### src/rtl/wash_cycle_sequencer.sv
// -----------------------------------------------------------------------------
// wash_cycle_sequencer
//
// Sequences a washing-machine program. The program has NUM_PHASES timed phases.
// Flow: IDLE -> ARM (ARM_TICKS minute ticks) -> RUN (phases counted down per
// tick) -> DONE (one-cycle pulse) -> IDLE.
//
// At program start, the phase times and the operator selections are captured
// into shadow registers. Later edits therefore cannot disturb a running
// program. A program can be paused by start_op, by the door opening, or by the
// door level reading open. Holding start for HOLD_CYCLES consecutive cycles
// aborts the program from any active state.
//
// Ports
//   clk              system clock
//   reset            asynchronous, active-low reset
//   start_op         one-cycle start/pause pulse
//   start_hold       debounced start level (long press aborts)
//   door_open_op     one-cycle door-opened pulse
//   door_closed      door level, 1 = closed
//   reserve_done_op  one-cycle reservation-expired pulse (starts like start_op)
//   tick             one-cycle minute enable
//   phase_time       minutes for phase k at [k*TIME_W +: TIME_W]
//   water_sel        operator water selection
//   temp_sel         operator temperature selection
//   state            FSM state (IDLE=0 ARM=1 RUN=2 PAUSE=3 DONE=4)
//   phase_idx        current phase index
//   remaining        minutes left in the current phase
//   water_out        water selection latched at program start
//   temp_out         temperature selection latched at program start
//   busy             1 whenever state != IDLE (combinational)
//   done_op          one-cycle completion pulse, coincident with DONE
// -----------------------------------------------------------------------------
module wash_cycle_sequencer #(
   parameter int NUM_PHASES  = 4,
   parameter int TIME_W      = 8,
   parameter int HOLD_CYCLES = 50,
   parameter int ARM_TICKS   = 3
) (
   input  logic                             clk,
   input  logic                             reset,
   input  logic                             start_op,
   input  logic                             start_hold,
   input  logic                             door_open_op,
   input  logic                             door_closed,
   input  logic                             reserve_done_op,
   input  logic                             tick,
   input  logic [NUM_PHASES*TIME_W-1:0]     phase_time,
   input  logic [2:0]                       water_sel,
   input  logic [2:0]                       temp_sel,
   output logic [2:0]                       state,
   output logic [$clog2(NUM_PHASES)-1:0]    phase_idx,
   output logic [TIME_W-1:0]                remaining,
   output logic [2:0]                       water_out,
   output logic [2:0]                       temp_out,
   output logic                             busy,
   output logic                             done_op
);

   localparam int IDX_W  = $clog2(NUM_PHASES);
   localparam int HOLD_W = $clog2(HOLD_CYCLES + 1);
   localparam int ARM_W  = (ARM_TICKS > 1) ? $clog2(ARM_TICKS) : 1;

   localparam logic [ARM_W-1:0]  ARM_LAST  = ARM_W'(ARM_TICKS - 1);
   localparam logic [HOLD_W-1:0] HOLD_LAST = HOLD_W'(HOLD_CYCLES - 1);
   localparam logic [HOLD_W-1:0] HOLD_MAX  = HOLD_W'(HOLD_CYCLES);

   typedef enum logic [2:0] {
      S_IDLE  = 3'd0,
      S_ARM   = 3'd1,
      S_RUN   = 3'd2,
      S_PAUSE = 3'd3,
      S_DONE  = 3'd4
   } state_t;

   state_t                cur_state, nxt_state;
   logic [TIME_W-1:0]     shadow_time [NUM_PHASES];
   logic [ARM_W-1:0]      arm_cnt, nxt_arm_cnt;
   logic [HOLD_W-1:0]     hold_cnt;
   logic [IDX_W-1:0]      nxt_phase;
   logic [TIME_W-1:0]     nxt_remaining;
   logic                  latch_sel;
   logic                  abort;
   logic                  pause_req;
   logic                  first_found, next_found;
   logic [IDX_W-1:0]      first_idx, next_idx;

   assign state     = cur_state;
   assign busy      = (cur_state != S_IDLE);
   assign pause_req = start_op | door_open_op | ~door_closed;

   // The abort fires on the HOLD_CYCLES-th consecutive held cycle, so the
   // state is already IDLE on the cycle after that one.
   assign abort = (cur_state != S_IDLE) && start_hold && (hold_cnt >= HOLD_LAST);

   // Phase search over the shadow times. first_* is the lowest nonzero phase
   // (used when leaving ARM). next_* is the lowest nonzero phase above
   // phase_idx, so zero-time phases are skipped within one cycle. The loop
   // walks downward, so the last hit, which is the lowest index, wins.
   always_comb begin
      first_found = 1'b0;
      first_idx   = '0;
      next_found  = 1'b0;
      next_idx    = '0;
      for (int k = NUM_PHASES - 1; k >= 0; k--) begin
         if (shadow_time[k] != '0) begin
            first_found = 1'b1;
            first_idx   = IDX_W'(k);
            if (k > int'(phase_idx)) begin
               next_found = 1'b1;
               next_idx   = IDX_W'(k);
            end
         end
      end
   end

   // State register
   always_ff @(posedge clk or negedge reset) begin
      if (!reset) begin
         cur_state <= S_IDLE;
      end else begin
         // NOTE: sequential state uses <= so every flop samples pre-edge values.
         cur_state <= nxt_state;
      end
   end

   // Next state and datapath next values. Priority within a cycle is:
   // abort, then door/pause condition, then start_op, then tick.
   always_comb begin
      // NOTE: every output of this block gets a default first, so no latches.
      nxt_state     = cur_state;
      nxt_phase     = phase_idx;
      nxt_remaining = remaining;
      nxt_arm_cnt   = arm_cnt;
      latch_sel     = 1'b0;

      case (cur_state)
         S_IDLE: begin
            if ((start_op || reserve_done_op) && door_closed) begin
               nxt_state   = S_ARM;
               nxt_arm_cnt = '0;
               latch_sel   = 1'b1;
            end
         end

         S_ARM: begin
            if (!door_closed) begin
               nxt_state = S_IDLE;
            end else if (tick) begin
               if (arm_cnt == ARM_LAST) begin
                  nxt_arm_cnt = '0;
                  if (first_found) begin
                     nxt_state     = S_RUN;
                     nxt_phase     = first_idx;
                     nxt_remaining = shadow_time[first_idx];
                  end else begin
                     nxt_state = S_DONE;
                  end
               end else begin
                  nxt_arm_cnt = arm_cnt + 1'b1;
               end
            end
         end

         S_RUN: begin
            if (pause_req) begin
               // A coincident tick is dropped; phase and time stay frozen.
               nxt_state = S_PAUSE;
            end else if (tick) begin
               if (remaining > TIME_W'(1)) begin
                  nxt_remaining = remaining - 1'b1;
               end else if (next_found) begin
                  nxt_phase     = next_idx;
                  nxt_remaining = shadow_time[next_idx];
               end else begin
                  nxt_state     = S_DONE;
                  nxt_remaining = '0;
               end
            end
         end

         S_PAUSE: begin
            if (start_op && door_closed) begin
               nxt_state = S_RUN;
            end
         end

         S_DONE: nxt_state = S_IDLE;

         default: nxt_state = S_IDLE;
      endcase

      if (abort) begin
         nxt_state = S_IDLE;
         latch_sel = 1'b0;
      end

      if (nxt_state == S_IDLE) begin
         nxt_phase     = '0;
         nxt_remaining = '0;
         nxt_arm_cnt   = '0;
      end
   end

   // Datapath and registered outputs
   always_ff @(posedge clk or negedge reset) begin
      if (!reset) begin
         phase_idx <= '0;
         remaining <= '0;
         arm_cnt   <= '0;
         hold_cnt  <= '0;
         done_op   <= 1'b0;
         water_out <= '0;
         temp_out  <= '0;
         // NOTE: the shadow array is reset because it must read zero after reset.
         for (int k = 0; k < NUM_PHASES; k++) begin
            shadow_time[k] <= '0;
         end
      end else begin
         phase_idx <= nxt_phase;
         remaining <= nxt_remaining;
         arm_cnt   <= nxt_arm_cnt;
         done_op   <= (nxt_state == S_DONE);

         if ((cur_state == S_IDLE) || !start_hold) begin
            hold_cnt <= '0;
         end else if (hold_cnt != HOLD_MAX) begin
            hold_cnt <= hold_cnt + 1'b1;
         end

         if (latch_sel) begin
            water_out <= water_sel;
            temp_out  <= temp_sel;
            for (int k = 0; k < NUM_PHASES; k++) begin
               shadow_time[k] <= phase_time[k*TIME_W +: TIME_W];
            end
         end
      end
   end

endmodule

### config.mk
export PLATFORM = sky130hd
export DESIGN_NAME = wash_cycle_sequencer
export DESIGN_NICKNAME = d
export VERILOG_FILES = /design/src/rtl/wash_cycle_sequencer.sv
export SDC_FILE = /design/constraint.sdc
export NUM_CORES = 1
export LEC_CHECK = 0
export CAP_MARGIN = 0
export CELL_PAD_IN_SITES_DETAIL_PLACEMENT = 1
export CELL_PAD_IN_SITES_GLOBAL_PLACEMENT = 2
export CORE_UTILIZATION = 33
export CTS_CLUSTER_DIAMETER = 150
export DETAILED_ROUTE_END_ITERATION = 10
export GPL_ROUTABILITY_DRIVEN = 0
export PLACE_DENSITY_LB_ADDON = 0.05
export RECOVER_POWER = 100
export SYNTH_ARGS = -nofsm -noshare
export SYNTH_HDL_FRONTEND = slang
export SYNTH_SLANG_ARGS = --single-unit
### constraint.sdc
create_clock -name clk -period 3.3 [get_ports clk]
set_clock_uncertainty 0.15 [all_clocks]
set_input_delay 0.33 -clock clk [delete_from_list [all_inputs] [get_ports clk]]
set_output_delay 0.33 -clock clk [all_outputs]
set_load 0.01 [all_outputs]
==> qor.yml <==
achievable-frequency_mhz: 341.3
post-place-ws_ps: 413.3
cts_tree: "done"
power.density_nw_per_um2: 646.2
max_h_tree_level: 3
final_core_utilization_pct: 45.19
vias: 3056
yosys_register_bits: 60
power_switching_mw: 1.172
yosys.cell_types.count: 58
die_w_um: 104.3
hpwlAfterDp_um: 7679
worst_slew_slack_as_a_fraction_of_its_limit_pct: -44.00
initial_core_util_pct: 34.69
die_height_um: 104.3
numPortBuffers: 66
ctsRootBufferMaster: "clkbuf_8"
grt_remaining_overflow: 0
ant_nets: 0
placeableCoreArea_um2: 9955
design.portCount: 67
switching_share_pct: 40.31
ctsLongestPathBuffers: 2
synth_sequential_area_ratio_pct: 43.48
antenna_cells_inserted: 0
clk-insertion-delay-late_ps: 340
grt_usage_pct: 19.58
drc_errors: 0
p_leak_nw: 1.865
fp.dieArea_um2: 10880
cts.clk_slew.worst_paths_ps: 80
fin_setup_tns_ps: 0
violations: "max-capacitance violations, max-slew violations"
antenna_found_initial: 0
worst-endpoint-required_ps: 3410
vias_per_cell: 5.536
holdBufCountCts: 1
syn-mean-instance-area_um2: 10.16
standard_cell_rows: 36
detail_route.wirelength_um: 10100
syn-num-nets: 392
timing.final.crit_period_ps: 2930
flop_pwr_share_pct: 34.0
postCtsSetupRepairBufs: 0
fin_ws_ps: 370.1
holdCritPathClass: "reg2reg"
drt_first_pass_iters: 4
most_used_flip_flop_cell_after_synthesis: "dfrtp_1"
nets: 466
post_route_cells_drive_above_1_share_pct: 16.71
async_reset_ff_share_pct: 100.0
cts_inserted_buffers: 9
status: "finished, violations left"
final.period_utilization_pct: 88.78
wire_length_of_the_first_global_routing_pass_um: 16660
synth_cells: 340
maxCapViolCount: 1
hold_viol_final: 0
synth-edff-count: 0
share_of_total_power_in_the_clock_network_pct: 24.0
worst_slew_pin_slew_ps: 2160
critical_path_peak_fanout: 10
worstSetupStartpointType: "register"
grt_pass1_vias: 3110
place_area_um2: 4302
yosys_warnings: 0
slew_viol_final: 40
final_area_um2: 4498
combinational_share_of_power_pct: 42.0
p_int_mw: 1.735
synthesis.area_um2: 3453
rsz0062_at_grt: "no"
holdPathStages: 1
first_iter_violations: 175
cts_num_sinks: 60
cts_resized: 0
critPathArrivalTime_ps: 3040
layout-area-overhead-vs-synth_pct: 30.25
wl_per_cell_um: 18.30
setup-violations-final: 0
peakVddDrop_mv: 0.3053
grt_max_degree: 45
worstSetupEndpointType: "register"
timing.reg2reg.worst_path_depth: 6
crit_type: "reg2reg"
Yosys cell counts, drive strengths merged, types with 3 or more instances:
| master | count | area (µm²) |
|---|---|---|
| nor2 | 25 | 93.84 |
| o211ai | 6 | 45.04 |
| or3 | 5 | 36.28 |
| nor4 | 10 | 92.59 |
| nand2 | 26 | 97.59 |
| o31ai | 5 | 37.54 |
| a211oi | 10 | 75.07 |
| or4 | 6 | 52.55 |
| inv | 9 | 33.78 |
| o21ai | 24 | 120.1 |
| a21oi | 16 | 80.08 |
| dfrtp | 60 | 1501 |
| nor3 | 3 | 15.01 |
| buf | 4 | 18.76 |
| nand3 | 7 | 35.03 |
| o21a | 3 | 22.52 |
| a21o | 4 | 30.03 |
| o21bai | 6 | 45.04 |
| a31oi | 6 | 37.54 |
| ha | 6 | 75.07 |
| nor2b | 5 | 31.28 |
| clkbuf | 7 | 26.28 |
| a211o | 3 | 26.28 |
| mux2 | 41 | 461.7 |
| a221oi | 3 | 26.28 |
| and3 | 3 | 18.77 |
power groups by stage:
stage               logic, mW  registers [mW]  clock network, mW
floorplan               0.751           0.975                  0
global placement         1.25           0.999                  0
detailed placement       1.24            1.01                  0
CTS                      1.25           0.992              0.720
global route             1.35            1.02              0.758
finish                   1.22           0.988              0.697
stage by stage:
step                      std cells  hold slack, ps  total power [mW]
after floorplan                 340          -115.6             1.726
after global placement          535           339.0             2.247
after detailed placement        535           349.8             2.247
after CTS                       552           367.9             2.960
after global routing            552           370.8             3.122
final                           552           357.7             2.907
layout by cell type, fill, tap and decap left out, types with 4 or more instances in the layout:
cell type,instances
dfrtp_1,60
clkbuf_8,10
o31ai_1,5
o21bai_1,6
nand3_1,7
nand2_1,26
ha_1,6
buf_4,6
a21oi_1,16
o21ai_0,24
a21o_1,4
mux2_2,38
inv_1,9
or4_1,4
a31oi_1,6
nor2_1,25
clkdlybuf4s50_1,44
nor2b_1,5
a211oi_1,10
dlygate4sd3_1,22
o211ai_1,6
or3_1,4
nor4_1,8
sequential cells by signal, indices dropped and copies added, names as in the netlist:
register and count:
remaining 8, done_op 1, water_out 3, phase_idx 2, hold_cnt 6, state 3
temp_out 3, shadow_time 32, arm_cnt 2
routing by layer:
metal	share of wire (%)	GRT usage, %	vias up	routed length [µm]
li1	-	-	1445	-
met1	49	28.27	1516	4997
met2	46	30.09	84	4625
met3	3.4	3.383	11	347
met4	1.3	4.898	0	130
met5	0	0	-	0
layout make-up:
type,count,area (µm²)
multi-input combinational,260,1873
sequential,60,1501
inverter,9,33.78
clock inverter,6,71.32
timing repair buffer,74,714.4
fill,1147,5456
clock buffer,10,137.6
tap,133,166.4
worst paths after layout:
check                                   to             from  slack [ps]
min in group asynchronous         state[0]            reset        1010
min reg2reg                   water_out[0]     water_out[0]         360
max in group asynchronous  shadow_time[17]            reset         720
min                           water_out[0]     water_out[0]         360
max reg2reg                   remaining[2]  shadow_time[16]         370
max                           remaining[2]  shadow_time[16]         370
logic make-up after synthesis:
group	after synthesis	share of synthesized area (%)
compound gates	102	20.15
mux	42	13.66
simple gates	106	17.25
xor+xnor	4	1.015
fa+ha+maj	6	2.174
flops	60	43.48
buf+inv	20	2.282
worst max-delay path, cell delays in order, from the launching register on:
cell and delay, ps:
dfrtp_1 440, or4_4 600, o21ai_0 750, o21ai_0 230
a21o_1 220, a311o_1 350, a21oi_1 120
Power figures use the tool's default switching activity.
